### config.mk
export PLATFORM = sky130hd
export DESIGN_NAME = shift_deserializer_ctrl
export DESIGN_NICKNAME = d
export VERILOG_FILES = /design/src/rtl/shift_deserializer_ctrl.sv
export SDC_FILE = /design/constraint.sdc
export NUM_CORES = 1
export LEC_CHECK = 0
export CAP_MARGIN = 20
export CORE_MARGIN = 5
export CORE_UTILIZATION = 52
export DETAILED_ROUTE_END_ITERATION = 8
export PLACE_DENSITY = 0.89
export SLEW_MARGIN = 5
export SYNTH_ARGS = -nofsm -noshare
export SYNTH_HDL_FRONTEND = slang
export SYNTH_SLANG_ARGS = --single-unit
### constraint.sdc
create_clock -name clk -period 4.27 [get_ports clk]
set_clock_uncertainty 0.1 [all_clocks]
set_input_delay 1.281 -clock clk [delete_from_list [all_inputs] [get_ports clk]]
set_output_delay 1.281 -clock clk [all_outputs]
set_load 0.02 [all_outputs]
### src/rtl/shift_deserializer_ctrl.sv
// Serial-to-parallel controller: shifts an MSB-first bit stream into a DEPTH-bit
// register and hands each completed word to a valid/ready word interface.
module shift_deserializer_ctrl #(
  parameter  int DEPTH = 8,
  localparam int CW    = $clog2(DEPTH + 1)
) (
  input  logic             clk,
  input  logic             reset,
  input  logic             flush,
  input  logic             s_bit,
  input  logic             s_valid,
  output logic             s_ready,
  output logic [DEPTH-1:0] m_data,
  output logic             m_valid,
  input  logic             m_ready,
  output logic [CW-1:0]    bit_count,
  output logic [15:0]      word_count
);

  logic [DEPTH-1:0] sr;
  logic             full;
  logic             drain;
  logic             load_ok;
  logic             load;
  logic             accept;

  assign full    = (bit_count == CW'(DEPTH));
  assign drain   = m_valid && m_ready;
  assign load_ok = !m_valid || m_ready;
  assign load    = full && load_ok && !flush;
  // The load cycle also accepts a new bit, so a full sr never stalls the link
  // as long as the holding register can take its word.
  assign s_ready = !reset && !flush && (!full || load_ok);
  assign accept  = s_valid && s_ready;

  // NOTE: every register here is assigned with <= so that all of them sample
  // the pre-edge values of load/accept/drain, regardless of statement order.
  always_ff @(posedge clk) begin
    if (reset) begin
      sr         <= '0;
      bit_count  <= '0;
      m_data     <= '0;
      m_valid    <= 1'b0;
      word_count <= '0;
    end else begin
      if (flush) begin
        sr <= '0;
      end else if (accept) begin
        sr <= {sr[DEPTH-2:0], s_bit};
      end

      if (flush) begin
        bit_count <= '0;
      end else if (load && accept) begin
        bit_count <= CW'(1);
      end else if (load) begin
        bit_count <= '0;
      end else if (accept) begin
        bit_count <= bit_count + CW'(1);
      end

      // A drain during flush still completes; only the sr word is discarded.
      if (load) begin
        m_data  <= sr;
        m_valid <= 1'b1;
      end else if (drain) begin
        m_valid <= 1'b0;
      end

      if (drain) begin
        word_count <= word_count + 16'd1;
      end
    end
  end

endmodule

Word level (Yosys, flattened, before mapping)
Index checks and enable logic that the tools add are counted.

operators by class
  add/sub/neg operators = 2
  reduce and logical (&&, ||, !) cells = 17
  equal/unequal tests = 1
  multipliers = 0
  divide/modulo/power cells = 0
  magnitude comparators = 0
  bitwise logic cells = 0
  shift operators = 0
  muxes and demuxes = 5

operators with widths
  kind                                                              count
  16-bit by 1-bit adder with 16-bit output (second input constant)  1
  1-bit logical AND                                                 7
  1-bit two-way mux                                                 5
  4-bit by 1-bit adder with 4-bit output (second input constant)    1
  4-bit == test (second input constant)                             1
  1-bit zero test                                                   4
  4-bit OR reduction                                                1
  3-bit nonzero test                                                1
  1-bit logical OR                                                  2
  2-bit nonzero test                                                1
  2-bit OR reduction                                                1

word-level totals
  ROM bits = 0
  bits in latches = 0
  bits of input ports = 6
  flip-flop bits (word level) = 37
  bits in writable memories = 0
  output and inout port bits = 30
  memories = 0

Depth between registers and ports, before layout
  depth in word-level cells = 8
  mapped depth = 7
  mapped depth without buffers = 6

Worst setup path after synthesis
No wires, ideal clock.

  path kind = input-to-output
  start point = input reset
  end point = output s_ready
  cell stages on the path = 4
  required time = 2889 ps
  data arrival time = 2251 ps
  path slack = 638 ps
  cell sequence = clkbuf_1 > or2_2 > clkbuf_1 > nor2_1

on the way
  word-level cells in the longest chain between the ends = 3

ends and longest elaborated chain
  element                         line  RTL
  start, declared                 8     input logic reset,
  1-bit zero test                 33    assign s_ready = !reset && !flush && (!full || load_ok);
  1-bit logical AND (2 in a row)  33
  end, declared                   12    output logic s_ready,

Every way passes these cells.

Final worst setup path
  start point = input flush
  end point = output s_ready

on the way
  word-level cells in the longest chain between the ends = 3

ends and longest elaborated chain
  element                         line  RTL
  start, declared                 9     input logic flush,
  1-bit zero test                 33
  1-bit logical AND (2 in a row)  33

Every way passes these cells.

==> flow_metrics.env <==
export IMPL_power_leakage_uw=0.000739
export IMPL_powerDensity_mw_per_mm2=326
export IMPL_cts_root_buf="clkbuf_4"
export IMPL_ctsResizeCount=0
export IMPL_hold_start="word_count[15]"
export IMPL_drc=0
export IMPL_grt_pass1_wl_um=5840
export IMPL_num_vias=1297
export IMPL_worstPathRequired_ns=2.89
export IMPL_nNetsFinal=216
export IMPL_cts_buffer_depth=2
export IMPL_path_clk_slew_ns=0.11
export IMPL_clkSinkCount=37
export IMPL_dr_first_iter_drc_count=56
export IMPL_reg2reg_from="bit_count[0]"
export IMPL_setup_violations=0
export IMPL_drv_cap=0
export IMPL_overflow=0
export IMPL_synthTopCellsByArea="dfxtp_1 (48%), mux2i_1 (10%), nor2_1 (8.2%)"
export IMPL_syn_inst=167
export IMPL_synth_most_common_cell="dfxtp_1"
export IMPL_synth_fp_nets=176
export IMPL_wl_per_cell_um=13.8
export IMPL_drv_slew=0
export IMPL_antenna_found_initial=0
export IMPL_synth_flop_cell="dfxtp_1"
export IMPL_dp_cells=231
export IMPL_area_growth_pct=32.2
export IMPL_post_cts_buffers=0
export IMPL_tightest_slew_ns=0.316
export IMPL_drive_above_1_share=0.0962
export IMPL_status="complete, no violations"
export IMPL_min_path_type="reg -> reg"
export IMPL_fill_cells=224
export IMPL_clock_latency_ns=0.33
export IMPL_first_pass_iters=4
export IMPL_min_period_over_period=0.977
export IMPL_synth_area_per_cell_um2=9.31
export IMPL_synth_edf_count=0
export IMPL_fp_dieW_um=64.7
export IMPL_stdcell_area_mm2=0.00206
export IMPL_place_area_mm2=0.00195
export IMPL_cts_hold_buf=0
export IMPL_io_pin_count=36
export IMPL_yosysWarnings=0
export IMPL_ys_ff_latch=37
export IMPL_critPathArrivalTime_ns=2.79
export IMPL_slew_headroom=0.787
export IMPL_startpoint="flush"
export IMPL_utilization=0.733
export IMPL_totalWireLength_um=3310
export IMPL_dp_hpwl_um=2410
export IMPL_start_util=0.554
export IMPL_h_tree_depth=2
export IMPL_grt_pass1_vias=1333
export IMPL_place_congestion=0.814
export IMPL_syn_cell_area_mm2=0.00156
export IMPL_diodes=0
export IMPL_max_freq_mhz=240
export IMPL_synth_top_area_frac=0.476
export IMPL_setup_worst_path_end_class="output pin"
export IMPL_die_h_um=64.7
export IMPL_yosysTopAreaCell="dfxtp_1"
export IMPL_peakVddDrop_v=0.000166
export IMPL_final_min_clock_period_ns=4.17
export IMPL_synth_distinct_cells=35
export IMPL_worst_setup_path_type="in -> out"
export IMPL_critPathLaunchType="input pin"
export IMPL_rows=19
export IMPL_ant_nets=0
export IMPL_core_mm2=0.00281
export IMPL_track_usage=0.176
export IMPL_cts_tree="done"
export IMPL_rsz0062_at_grt="false"
export IMPL_hold_viol_final=0
export IMPL_via_per_inst=5.43
export IMPL_post_layout_nonfiller_instances=239
export IMPL_synth_async_reset_ratio=0
export IMPL_yosys_top_cells_count="dfxtp_1 (37), nor2_1 (34), mux2i_1 (16), nand2_1 (9)"
export IMPL_fin_setup_tns_ns=0
export IMPL_die_area_mm2=0.00418
export IMPL_cp_max_fo=3
export IMPL_yosysSeqAreaShare=0.476
export IMPL_finalPower_uw=670
export IMPL_portBuffers=35
export IMPL_cts_buffers=5
export IMPL_grt_max_degree=26
[through the flow]
stage	hold slack, ns	worst slack, ns
floorplan	0.364	0.638
global placement	0.371	0.129
detailed placement	0.379	0.0935
CTS	0.409	0.0888
global route	0.435	0.0368
finish	0.409	0.0961
[sequential cells by signal (all words and copies together) (netlist names)]
register and count:
bit_count 4, m_data 8, m_valid 1, sr 8, word_count 16
[power breakdown]
group | leakage (uW) | switching [uW] | internal, uW
clock | 0.0000552 | 115 | 181
combinational | 0.000386 | 13.9 | 12.4
sequential | 0.000298 | 1.19 | 346
total | 0.000739 | 130 | 540
[final cells by class]
| type | count | area [um2] | area share |
|---|---|---|---|
| Clock buffer | 5 | 37.5 | 0.0183 |
| Clock inverter | 3 | 65.1 | 0.0316 |
| Inverter | 2 | 7.51 | 0.00365 |
| Multi-Input combinational cell | 121 | 778 | 0.379 |
| Sequential cell | 37 | 741 | 0.360 |
| Tap cell | 31 | 38.8 | 0.0189 |
| Timing Repair Buffer | 40 | 388 | 0.189 |
[worst max-delay path: stages]
cell and delay, ns:
clkdlybuf4s50_1 0.46, or2_2 0.33, nor2_1 0.11, clkdlybuf4s50_1 0.61
[layout by cell type (no fill, tap or decap), drive strengths merged, types with 6 or more instances in the layout]
cell type       n
clkdlybuf4s50  35
xnor2           6
xor2            7
dfxtp          37
nand4           6
mux2i          16
a21oi           7
nor2           34
nand2           9
[cells by family after synthesis]
group                      synth area share
AOI/OAI and AO/OA                    0.0499
xor gates and xnor gates             0.0732
adders and majority gates            0.0241
buffers and inverters                0.0233
DFF                                   0.476
muxes                                 0.103
and+or+nand+nor                       0.250
[path summary, 6_finish.rpt]
| check | to | slack (ns) | cells after the start |
|---|---|---|---|
| worst max-delay path | s_ready | 0.1 | 4 |
| worst min-delay path | word_count[15] | 0.41 | 2 |
| worst max register to register | m_data[1] | 2.51 | 7 |
| worst min register to register | word_count[15] | 0.41 | 2 |
[layer usage]
layer / track usage / wire, um
met1: 0.201 / 1500
met5: 0 / 0
met3: 0.0449 / 140
met4: 0.0818 / 48
met2: 0.308 / 1620
(Power assumes the default switching activity.)
